[config.mk]
export PLATFORM = sky130hd
export DESIGN_NAME = led_switch_io
export DESIGN_NICKNAME = d
export VERILOG_FILES = /design/src/rtl/led_switch_io.sv
export SDC_FILE = /design/constraint.sdc
export NUM_CORES = 1
export LEC_CHECK = 0
export ABC_AREA = 1
export BUFFER_PORTS_ARGS = -buffer_cell sky130_fd_sc_hd__buf_2
export CORE_MARGIN = 2
export CORE_UTILIZATION = 40
export DETAILED_ROUTE_END_ITERATION = 12
export MAX_ROUTING_LAYER = met4
export PLACE_DENSITY_LB_ADDON = 0.25
export SLEW_MARGIN = 5
export SYNTH_ARGS = -nofsm -noshare
export SYNTH_HDL_FRONTEND = slang
export SYNTH_SLANG_ARGS = --single-unit
export TNS_END_PERCENT = 10
[constraint.sdc]
create_clock -name clock -period 3.5 [get_ports clock]
set_input_delay 0.175 -clock clock [delete_from_list [all_inputs] [get_ports clock]]
set_output_delay 0.175 -clock clock [all_outputs]
set_load 0.02 [all_outputs]
[src/rtl/led_switch_io.sv]
// LED output register plus synchronised, debounced switch input for the IO decode stage.
// Switch read data is combinational from the debounced value; all state moves on clock.
module led_switch_io #(
    parameter int DB_CYCLES = 20000,
    parameter int CNT_W     = 16
) (
    input  logic        clock,
    input  logic        reset,
    input  logic        led_ctrl,
    input  logic        switch_ctrl,
    input  logic        io_write,
    input  logic        io_read,
    input  logic [15:0] led_wdata,
    input  logic [15:0] switch_raw,
    output logic [15:0] led_out,
    output logic [15:0] switch_rdata,
    output logic        sw_changed
);

    localparam logic [CNT_W-1:0] CNT_LOAD = CNT_W'(DB_CYCLES - 1);

    logic [15:0]      sync1;
    logic [15:0]      sync2;
    logic [15:0]      cand;
    logic [15:0]      stable;
    logic [CNT_W-1:0] cnt;

    always_ff @(posedge clock) begin
        if (reset) begin
            led_out    <= 16'h0000;
            sync1      <= 16'h0000;
            sync2      <= 16'h0000;
            cand       <= 16'h0000;
            stable     <= 16'h0000;
            cnt        <= '0;
            sw_changed <= 1'b0;
        end else begin
            if (led_ctrl && io_write) begin
                led_out <= led_wdata;
            end

            sync1      <= switch_raw;
            sync2      <= sync1;
            sw_changed <= 1'b0;

            // Down-counter: reload on any change, terminal count at zero holds.
            if (sync2 != cand) begin
                cand <= sync2;
                cnt  <= CNT_LOAD;
            end else if (cnt == '0) begin
                if (cand != stable) begin
                    stable     <= cand;
                    sw_changed <= 1'b1;
                end
            end else begin
                cnt <= cnt - 1'b1;
            end
        end
    end

    always_comb begin
        switch_rdata = 16'h0000;
        if (switch_ctrl && io_read) begin
            switch_rdata = stable;
        end
    end

endmodule
Word level (Yosys, flattened, before mapping) --
Index checks and enable logic that the tools add are counted.
Storage, ports and cells: logic and storage cells 24, bits in registers 97, output and inout bits 33, input bits 38
Operators by class: $add $sub $neg 1, equal/unequal tests 3, multiplexer cells 4, bitwise logic cells 2, reduce and logical (&&, ||, !) cells 6
Operators by type and width (number):
- $ne 16x16->1 | 2
- $mux 15 | 2
- $logic_not 16->1 | 1
- $mux 16 | 1
- $sub 16x1->16 const B | 1
- $reduce_and 3->1 | 1
- $reduce_or 3->1 | 1
- $logic_and 1x1->1 | 2
- $ne 2x2->1 const B | 1
- $not 1->1 | 2
- $reduce_or 2->1 | 1
- $mux 1 | 1

Logic depth before layout (Yosys ltp) --
Gate-level depths: netlist of the first run.
word-level depth 3, depth in mapped cells 12, mapped depth without buffers 11

Least setup slack after synthesis of the first run --
No wires, ideal clock.
kind register to register, start point register cnt[0], end point register cnt[4], period minus slack after synthesis 1.589 ns, path buffers 1, slack 1.911 ns, library setup time 0.114 ns, required time 3.386 ns, stages on the path, launching flop included 11, data arrival time 1.475 ns, cell sequence dfxtp_1 > inv_1 > ha_1 > nand2_1 > nor2_2 > nand2_1 > nor2_2 > buf_4 > nor3_1 > o21bai_1 > inv_1
Between the ends: word-level cells in the longest chain between the ends 3, elaborated cells between the ends (all ways) 5, classes of those cells add/sub (1); eq/ne (1); mux (2); reduce/logical (1)
Ends and longest elaborated chain:
- start: declaration | line 26 | logic [CNT_W-1:0] cnt;
- start signal: assignment | line 56 | cnt <= cnt - 1'b1;
- $sub 16x1->16 | line 56
- $mux 15 | line 50 | end else if (cnt == '0) begin
- $mux 15 | line 47 | if (sync2 != cand) begin
Several ways; a longest one is shown, not always the timed one. The select of a mux whose other input is x is not followed. A chain may end at the register's enable or synchronous reset.

Worst setup path in the final report of the first run --
start point register cnt[0], end point register cnt[1]
The elaborated chain is that of the path after synthesis.

==> results of run 1 <==
[flip-flops by register name, indices dropped and copies added (netlist names)]
register,count
sync1,16
led_out,16
sync2,16
cand,16
sw_changed,1
stable,16
cnt,16
[synthesized netlist by cell type (3+ instances only)]
library cell	number	area share, %
nand2_1	136	12
xor2_1	12	2.4
nand4_1	21	3.1
clkbuf_1	12	1.0
nor2_2	27	3.9
o21ai_0	19	2.2
inv_1	93	8.1
xnor2_1	6	1.2
dfxtp_1	97	45
inv_2	12	1.0
a21oi_1	13	1.5
nor3_1	6	0.70
nor2_1	149	13
nand3_1	8	0.93
buf_2	3	0.35
[cell families after synthesis]
logic type               after synthesis  synth area share (%)
AO/OA/AOI/OAI                         35                 4.159
XOR/XNOR                              18                 3.665
adder cells (fa/ha/maj)                1                0.2908
buffers and inverters                123                 11.26
flip-flops                            97                 45.14
AND/OR/NAND/NOR                      356                 35.49
[area by class of cell]
type / count / share of cell area (%)
inverter: 105 / 7.826
clock buffer: 11 / 2.609
sequential: 97 / 38.56
timing repair buffer: 85 / 9.789
tap: 136 / 3.379
clock inverter: 4 / 0.5963
multi-input combinational: 410 / 37.24
[what timing repair did]
item                                   CTS  global route
hold buffers                            12             0
setup endpoints to repair                0             0
endpoints found under the hold margin   12             0
resized for setup                        0             0
[tightest hold or removal path, stage by stage]
cell    delay (ns)
buf_2         0.10
inv_1         0.04
nor2_1        0.03
[stage by stage]
stage	total power (µW)	util, %	instance area, µm²	setup slack, ns	std cells
floorplan	1354	-	4302	1.911	630
global placement	1420	45.85	4755	1.648	821
detailed placement	1426	45.85	4755	1.501	821
CTS	2070	48.56	5036	1.464	848
global route	2157	48.56	5036	1.268	848
finish	2045	48.56	5036	1.455	848
[power breakdown]
| group | internal [µW] | total [µW] | switching (µW) |
|---|---|---|---|
| registers | 1140 | 1170 | 25.8 |
| logic | 90.3 | 238 | 147 |
| clock network | 258 | 637 | 379 |
[final timing paths]
path / endpoint / cells after the start
setup / recovery: cnt[1]$_SDFFE_PP0P_ / 10
hold / removal: sync1[0]$_SDFF_PP0_ / 3
setup reg to reg: cnt[1]$_SDFFE_PP0P_ / 10
hold reg to reg: sync2[5]$_SDFF_PP0_ / 2
[layer usage]
layer / GRT usage [%] / routed length (µm)
met1: 20.17 / 4286
met2: 26.82 / 4412
met3: 3.269 / 282
met4: 8.700 / 246
met5: - / 0
==> run metrics, run 1 <==
TritonCTS clock tree=yes; Max-Cap Viols=0; Register Area=1942 µm²; total grt overflow=0; Top FF cell, synth=dfxtp_1; CP cell instances=inv_1, ha_1, nand2_1, nor2_2, nand2_1, nor2_2, buf_4, inv_1, o21ai_0, a21oi_1; commonest non-fill, non-tap cells in the layout=nor2_1 (149), nand2_1 (136), dfxtp_1 (97), inv_1 (93), buf_2 (70); std cell rows=37; crit path DAT=2.27 ns; Hold WS=0.01801 ns; CTS clk-pin slew, worst paths=0.09 ns; clock root buffer=clkbuf_8; max-slew violation total from the final report=0; layout cells sized above 1=18.54%; Vias/cell=4.491; core region area=10,370 µm²; Bufs and invs on worst path=3; Inserted Clock Buffers=9; crit path from=cnt[0]$_SDFFE_PP0P_; Starting Density=41.48%; critical path required time=3.72 ns; Reg-to-Reg Start=cnt[0]$_SDFFE_PP0P_; DRC=0; pin count of the biggest net entering global routing=59; status=finished, final reports clean; DP HPWL=6574 µm; GP Congestion=0.8691; commonest non-fill, non-tap cell in the layout=nor2_1; worst skew pair latency=0.36 ns; Die Ht=107.7 µm; CTS sink cnt=97; Synth Instances=630; CP startpoint kind=register; Die Footprint=11,600 µm²; vias in the first global route=3,373; Die Wd=107.7 µm; final layout net count=747; Avg Inst Size Synth=6.828 µm²; Critical Path Max Stage Delay=0.34 ns; initial antenna violation count=0; Antenna diodes=0; port bufs=70; crit end category=register; Hold Startpoint=switch_raw[0]; Synth Warn #=0; Mapped Nets=669; crit-path max FO=23; leakage=0.002372 µW; DRT iter0 DRCs=161; total track usage=16.81%; Least-Margin Pin Slew=0.9159 ns; Seq/Total Area, Yosys=45.14%; Synth cell types=26; Final Skew=0.01125 ns; vias=3,808; final WL=9228 µm; RSZ-0062 raised after global routing=false; Setup TNS=0 ns; Max Root-Sink Buffers=2; P&R area growth vs syn=17.07%; H-tree levels=3; Synth Register Bits=97; Fin. Hold Viols=0; CP max stage cell=dfxtp_1; first-pass GRT wire length=15,010 µm; Multi-input gate area=1876 µm²; flop-to-flop setup slack=1.46 ns; max_slew headroom=38.88%; # fillers=1,070; # setup viols final=0; HP Class=in -> reg; routed wire length per instance=10.88 µm; Crit path max-delay family=simple AND/OR/NAND/NOR gates; total I/O pin count=71; Max VDD drop=272.4 µV; crit path kind=reg -> reg; antenna-violating nets left=0; Post-synth EDFFs=0; Final Cycle Share=58.42%; PwrDens=406.0 nW/µm²; Fmax=0.4891 GHz; Pre-antenna DRT Iters=4; post-layout min period=2.045 ns; Post-CTS Setup Bufs=0; asr flop ratio synth=0%; Post-Syn Area=4302 µm²
Power figures use the tool's default switching activity.
==> inputs of run 2 (changes only) <==
==> constraint.sdc (replaced) <==
create_clock -name clock -period 2.08 [get_ports clock]
set_input_delay 0.104 -clock clock [delete_from_list [all_inputs] [get_ports clock]]
set_output_delay 0.104 -clock clock [all_outputs]
set_load 0.02 [all_outputs]
==> run 2 against run 1 <==
Against the previous run: utilization is 1.7 points higher; maximum frequency up 9.5%; register-to-register slack lost 1.2 ns; clock power up 82%; routed wire length increased by 2.1%; design area grew 3.6%; total power increased by 74%; clock skew up 0.00064 ns; sequential power is 68% higher; cell count grew 2.0%; critical path type unchanged; largest cell class unchanged.
==> run metrics, run 2 (same netlist as run 1, synthesis figures left out) <==
status=finished, final reports clean; TritonCTS clock tree=yes; H-tree levels=3; DP HPWL=6695 µm; Fmax=0.5355 GHz; Final Cycle Share=89.77%; pin count of the biggest net entering global routing=34; crit path DAT=2.13 ns; total I/O pin count=71; DRC=0; std cell rows=37; Hold Path Depth=3; clock root buffer=clkbuf_8; final WL=9423 µm; Hold Startpoint=led_wdata[0]; core region area=10,370 µm²; port bufs=70; # setup viols final=0; Worst Hold End=led_out[0]$_SDFFE_PP0P_; final std cells w/o fill=865; crit end category=register; DRT iter0 DRCs=196; antenna-violating nets left=0; commonest non-fill, non-tap cell in the layout=nor2_1; Die Footprint=11,600 µm²; Vias/cell=4.439; CTS clk-pin slew, worst paths=0.10 ns; layout cells sized above 1=19.20%; crit path kind=reg -> reg; Post-CTS Setup Bufs=0; Starting Density=41.48%; initial antenna violation count=0; Max Root-Sink Buffers=2; GP Congestion=0.9509; PwrDens=681.5 nW/µm²; Max-Cap Viols=0; flop-to-flop setup slack=0.21 ns; # fillers=1,023; Hold WS=0.01199 ns; vias=3,840; critical path required time=2.34 ns; placed cell count=826; Setup TNS=0 ns; P&R area growth vs syn=21.29%; HP Class=in -> reg; final layout net count=763; max-slew violation total from the final report=0; FF-to-FF End=stable[10]$_SDFFE_PP0P_; post-route cell area=5218 µm²; vias in the first global route=3,617; post-layout min period=1.867 ns; max_slew headroom=53.84%; worst skew pair latency=0.36 ns; Antenna diodes=0; routed wire length per instance=10.89 µm; total grt overflow=0; crit-path max FO=16; CTS sink cnt=97; Die Ht=107.7 µm; Worst Reg-to-Reg Cells=10; Final Skew=0.01189 ns; Inserted Clock Buffers=9; leakage=0.002458 µW; Least-Margin Pin Slew=0.6908 ns; Fin. Hold Viols=0; Pre-antenna DRT Iters=4; RSZ-0062 raised after global routing=false; commonest non-fill, non-tap cells in the layout=nor2_1 (149), nand2_1 (136), dfxtp_1 (97), inv_1 (93), buf_2 (70); Die Wd=107.7 µm; CP startpoint kind=register; Reg-to-Reg Start=cnt[0]$_SDFFE_PP0P_; placed cell area=4805 µm²; total power=3556 µW; Max VDD drop=399.6 µV; total track usage=17.45%; first-pass GRT wire length=15,770 µm
[run 2: cell count changes in the layout (fill, tap and decap cells not counted)]
cell	previous run	this run
inv_6	1	3
buf_4	3	7
dlygate4sd3_1	12	23
inv_8	0	1
clkbuf_1	2	0
buf_12	0	1
[run 2: stage by stage]
stage,util (%),worst slack [ns]
3_5_place_dp,46.33,0.2650
4_1_cts,50.31,0.2424
6_report,50.31,0.2127
5_1_grt,50.31,0.07584
3_3_place_gp,46.33,0.3675
2_1_floorplan,-,0.4910
[run 2: worst max path at each step]
stage                        start  cells after the start                       to  slack (ns)
2_1_floorplan  cnt[0]$_SDFFE_PP0P_                     10      cnt[4]$_SDFFE_PP0P_        0.49
6_report       cnt[0]$_SDFFE_PP0P_                     10  stable[10]$_SDFFE_PP0P_        0.21
3_3_place_gp   cnt[0]$_SDFFE_PP0P_                     10  stable[13]$_SDFFE_PP0P_        0.37
4_1_cts        cnt[0]$_SDFFE_PP0P_                     10  stable[10]$_SDFFE_PP0P_        0.24
3_5_place_dp   cnt[0]$_SDFFE_PP0P_                     10  stable[10]$_SDFFE_PP0P_        0.27
5_1_grt        cnt[0]$_SDFFE_PP0P_                     10  stable[10]$_SDFFE_PP0P_        0.08
[run 2: per-layer routing]
layer  up-vias  share of wire (%)  global-route usage [%]  wire length (µm)
met5         -                  0                       -                 0
met2        67                 48                   28.71              4509
met4         0                1.5                   6.044               142
li1       2065                  -                       -                 -
met3        13                3.3                   3.148               309
met1      1695                 47                   21.56              4462
[run 2: final cells by class]
| class | instances | area [µm²] | area share, % |
|---|---|---|---|
| Clock buffer | 9 | 123.9 | 2.374 |
| Clock inverter | 7 | 58.81 | 1.127 |
| Inverter | 105 | 394.1 | 7.554 |
| Multi-Input combinational cell | 410 | 1876 | 35.95 |
| Sequential cell | 97 | 1942 | 37.22 |
| Tap cell | 136 | 170.2 | 3.261 |
| Timing Repair Buffer | 101 | 653.1 | 12.52 |
[run 2: repair_timing]
item                      CTS  global route
hold buffers               23             0
gates resized for setup     0             0
hold endpoints to repair   23             0
[run 2: critical path, stage by stage (launching register included)]
cell,delay (ns)
dfxtp_1,0.34
inv_1,0.09
ha_1,0.25
nand2_1,0.13
nor2_2,0.18
nand2_1,0.11
nor2_2,0.13
buf_4,0.25
nand4_1,0.14
nand2_1,0.10
nor2_2,0.03
[run 2: power by group]
group / switching [µW] / total, µW / internal [µW]
sequential: 45.0 / 1970 / 1930
clock: 703 / 1160 / 457
combinational: 254 / 425 / 171
total: 1000 / 3560 / 2550
==> inputs of run 3 (changes only) <==
--- a/config.mk
+++ b/config.mk
@@ -8,7 +8,7 @@
 export ABC_AREA = 1
 export BUFFER_PORTS_ARGS = -buffer_cell sky130_fd_sc_hd__buf_2
 export CORE_MARGIN = 2
-export CORE_UTILIZATION = 40
+export CORE_UTILIZATION = 54
 export DETAILED_ROUTE_END_ITERATION = 12
 export MAX_ROUTING_LAYER = met4
 export PLACE_DENSITY_LB_ADDON = 0.25
==> run 3 against run 2 <==
Against the previous run: register-to-register slack improved by 0.03 ns; sequential share of layout area barely moved; via count rose by 1.2%; global-route usage rose by 6.0 points; die area fell by 25%; flip-flop and latch count did not move; first-iteration DRC count fell by 6.1%; total power rose by 1.5%; clock skew fell by 0.0018 ns; maximum frequency rose by 1.8%; critical endpoint is now stable[15]$_SDFFE_PP0P_; largest cell class unchanged.
==> run metrics, run 3 (same netlist as run 1, synthesis figures left out) <==
max-slew violation total from the final report=0; critical path required time=2.38 ns; commonest non-fill, non-tap cells in the layout=nor2_1 (149), nand2_1 (136), dfxtp_1 (97), inv_1 (93), buf_2 (70); Final Skew=0.01006 ns; crit path kind=reg -> reg; Fmax=0.5454 GHz; placed cell count=793; Clk pwr share=33.5%; DP HPWL=6726 µm; Inserted Clock Buffers=9; worst skew pair latency=0.36 ns; Least-Margin Pin Slew=0.6125 ns; DRT iter0 DRCs=184; total grt overflow=0; total I/O pin count=71; Register Area=1942 µm²; initial antenna violation count=0; vias=3,887; # fillers=676; post-layout min period=1.833 ns; HP Class=in -> reg; core region area=7727 µm²; Die Wd=93.25 µm; switching portion of total power=26.26%; antenna-violating nets left=0; Vias/cell=4.655; first-pass GRT wire length=15,770 µm; final WL=9454 µm; Setup TNS=0 ns; Starting Density=55.67%; final std cells w/o fill=835; RSZ-0062 raised after global routing=false; GP Congestion=0.9833; Max-Cap Viols=0; Antenna diodes=0; Max Root-Sink Buffers=2; Die Footprint=8696 µm²; max_slew headroom=59.06%; P_sw=948.1 µW; std cell rows=32; final layout net count=767; CP startpoint kind=register; CTS resizes=0; # setup viols final=0; CTS Hold Bufs=26; crit path DAT=2.13 ns; part of the power in combinational logic=11.9%; CTS sink cnt=97; pin count of the biggest net entering global routing=50; Max VDD drop=462.2 µV; routed wire length per instance=11.32 µm; TritonCTS clock tree=yes; Util after Layout=67.47%; layout cells sized above 1=19.10%; clock root buffer=clkbuf_8; Fin. Hold Viols=0; DRC=0; Pre-antenna DRT Iters=4; H-tree levels=3; port bufs=70; commonest non-fill, non-tap cell in the layout=nor2_1; leakage=0.002478 µW; P&R area growth vs syn=21.20%; Final Cycle Share=88.15%; status=finished, final reports clean; Internal Power=2662 µW; total track usage=23.40%; PwrDens=692.4 nW/µm²; vias in the first global route=3,588; CTS clk-pin slew, worst paths=0.09 ns; Multi-input gate area=1876 µm²; Die Ht=93.25 µm; crit end category=register; sequential share of power=54.6%; crit-path max FO=16; Post-CTS Setup Bufs=0
==> run 3: cell count changes in the layout (fill, tap and decap cells not counted) <==
cell and delta:
buf_4 +2, dlygate4sd3_1 +3, clkbuf_1 +1, buf_12 -1
inv_6 -3, bufinv_16 +1, clkinv_4 +2, inv_8 -1
==> run 3: layout make-up <==
cell class / count / area share (%)
flip-flops and latches: 97 / 37.24
multi-input cells: 410 / 35.97
repair buffers: 105 / 13.01
inverters: 105 / 7.559
clock buffers: 10 / 2.448
well taps: 102 / 2.448
clock inverters: 6 / 1.320
==> run 3: power groups by stage <==
stage	registers, µW	clock network, µW	logic [µW]
2_1_floorplan	2030	0	248
3_3_place_gp	2010	0	382
3_5_place_dp	2010	0	390
4_1_cts	1970	1240	429
5_1_grt	1980	1320	484
6_report	1970	1210	428
==> run 3: per-layer routing <==
layer / global-route usage (%) / vias to the layer above / part of all wire (%)
met1: 29.27 / 1744 / 47
met4: 8.578 / 0 / 1.4
met3: 3.626 / 10 / 2.8
met5: - / - / 0
met2: 38.49 / 52 / 49
li1: - / 2081 / -
==> run 3: metrics by stage <==
step	hold WS (ns)	cell area [µm²]	setup WS, ns	power, µW
floorplan	0.2110	4302	0.4910	2279
global placement	0.3035	4757	0.3246	2393
global route	0.02814	5214	0.04713	3785
detailed placement	0.3104	4757	0.2658	2405
CTS	0.008773	5214	0.2487	3641
finish	0.008070	5214	0.2466	3610
==> run 3: worst max-delay path: stages, from the launching register on <==
cell and delay [ns]:
dfxtp_1 0.33, inv_1 0.10, ha_1 0.25, nand4_1 0.18
nor3_4 0.25, nand3_2 0.14, nor2_4 0.09, buf_4 0.26
nor2_1 0.07, nor2_1 0.11
==> run 3: path summary, 6_finish.rpt <==
path,start,endpoint,slack [ns],depth (start not counted)
worst min-delay path,led_wdata[10],led_out[10]$_SDFFE_PP0P_,0.008,3
worst max-delay path,cnt[0]$_SDFFE_PP0P_,stable[15]$_SDFFE_PP0P_,0.25,9
worst max register to register,cnt[0]$_SDFFE_PP0P_,stable[15]$_SDFFE_PP0P_,0.25,9
worst min register to register,sync1[3]$_SDFF_PP0_,sync2[3]$_SDFF_PP0_,0.40,2
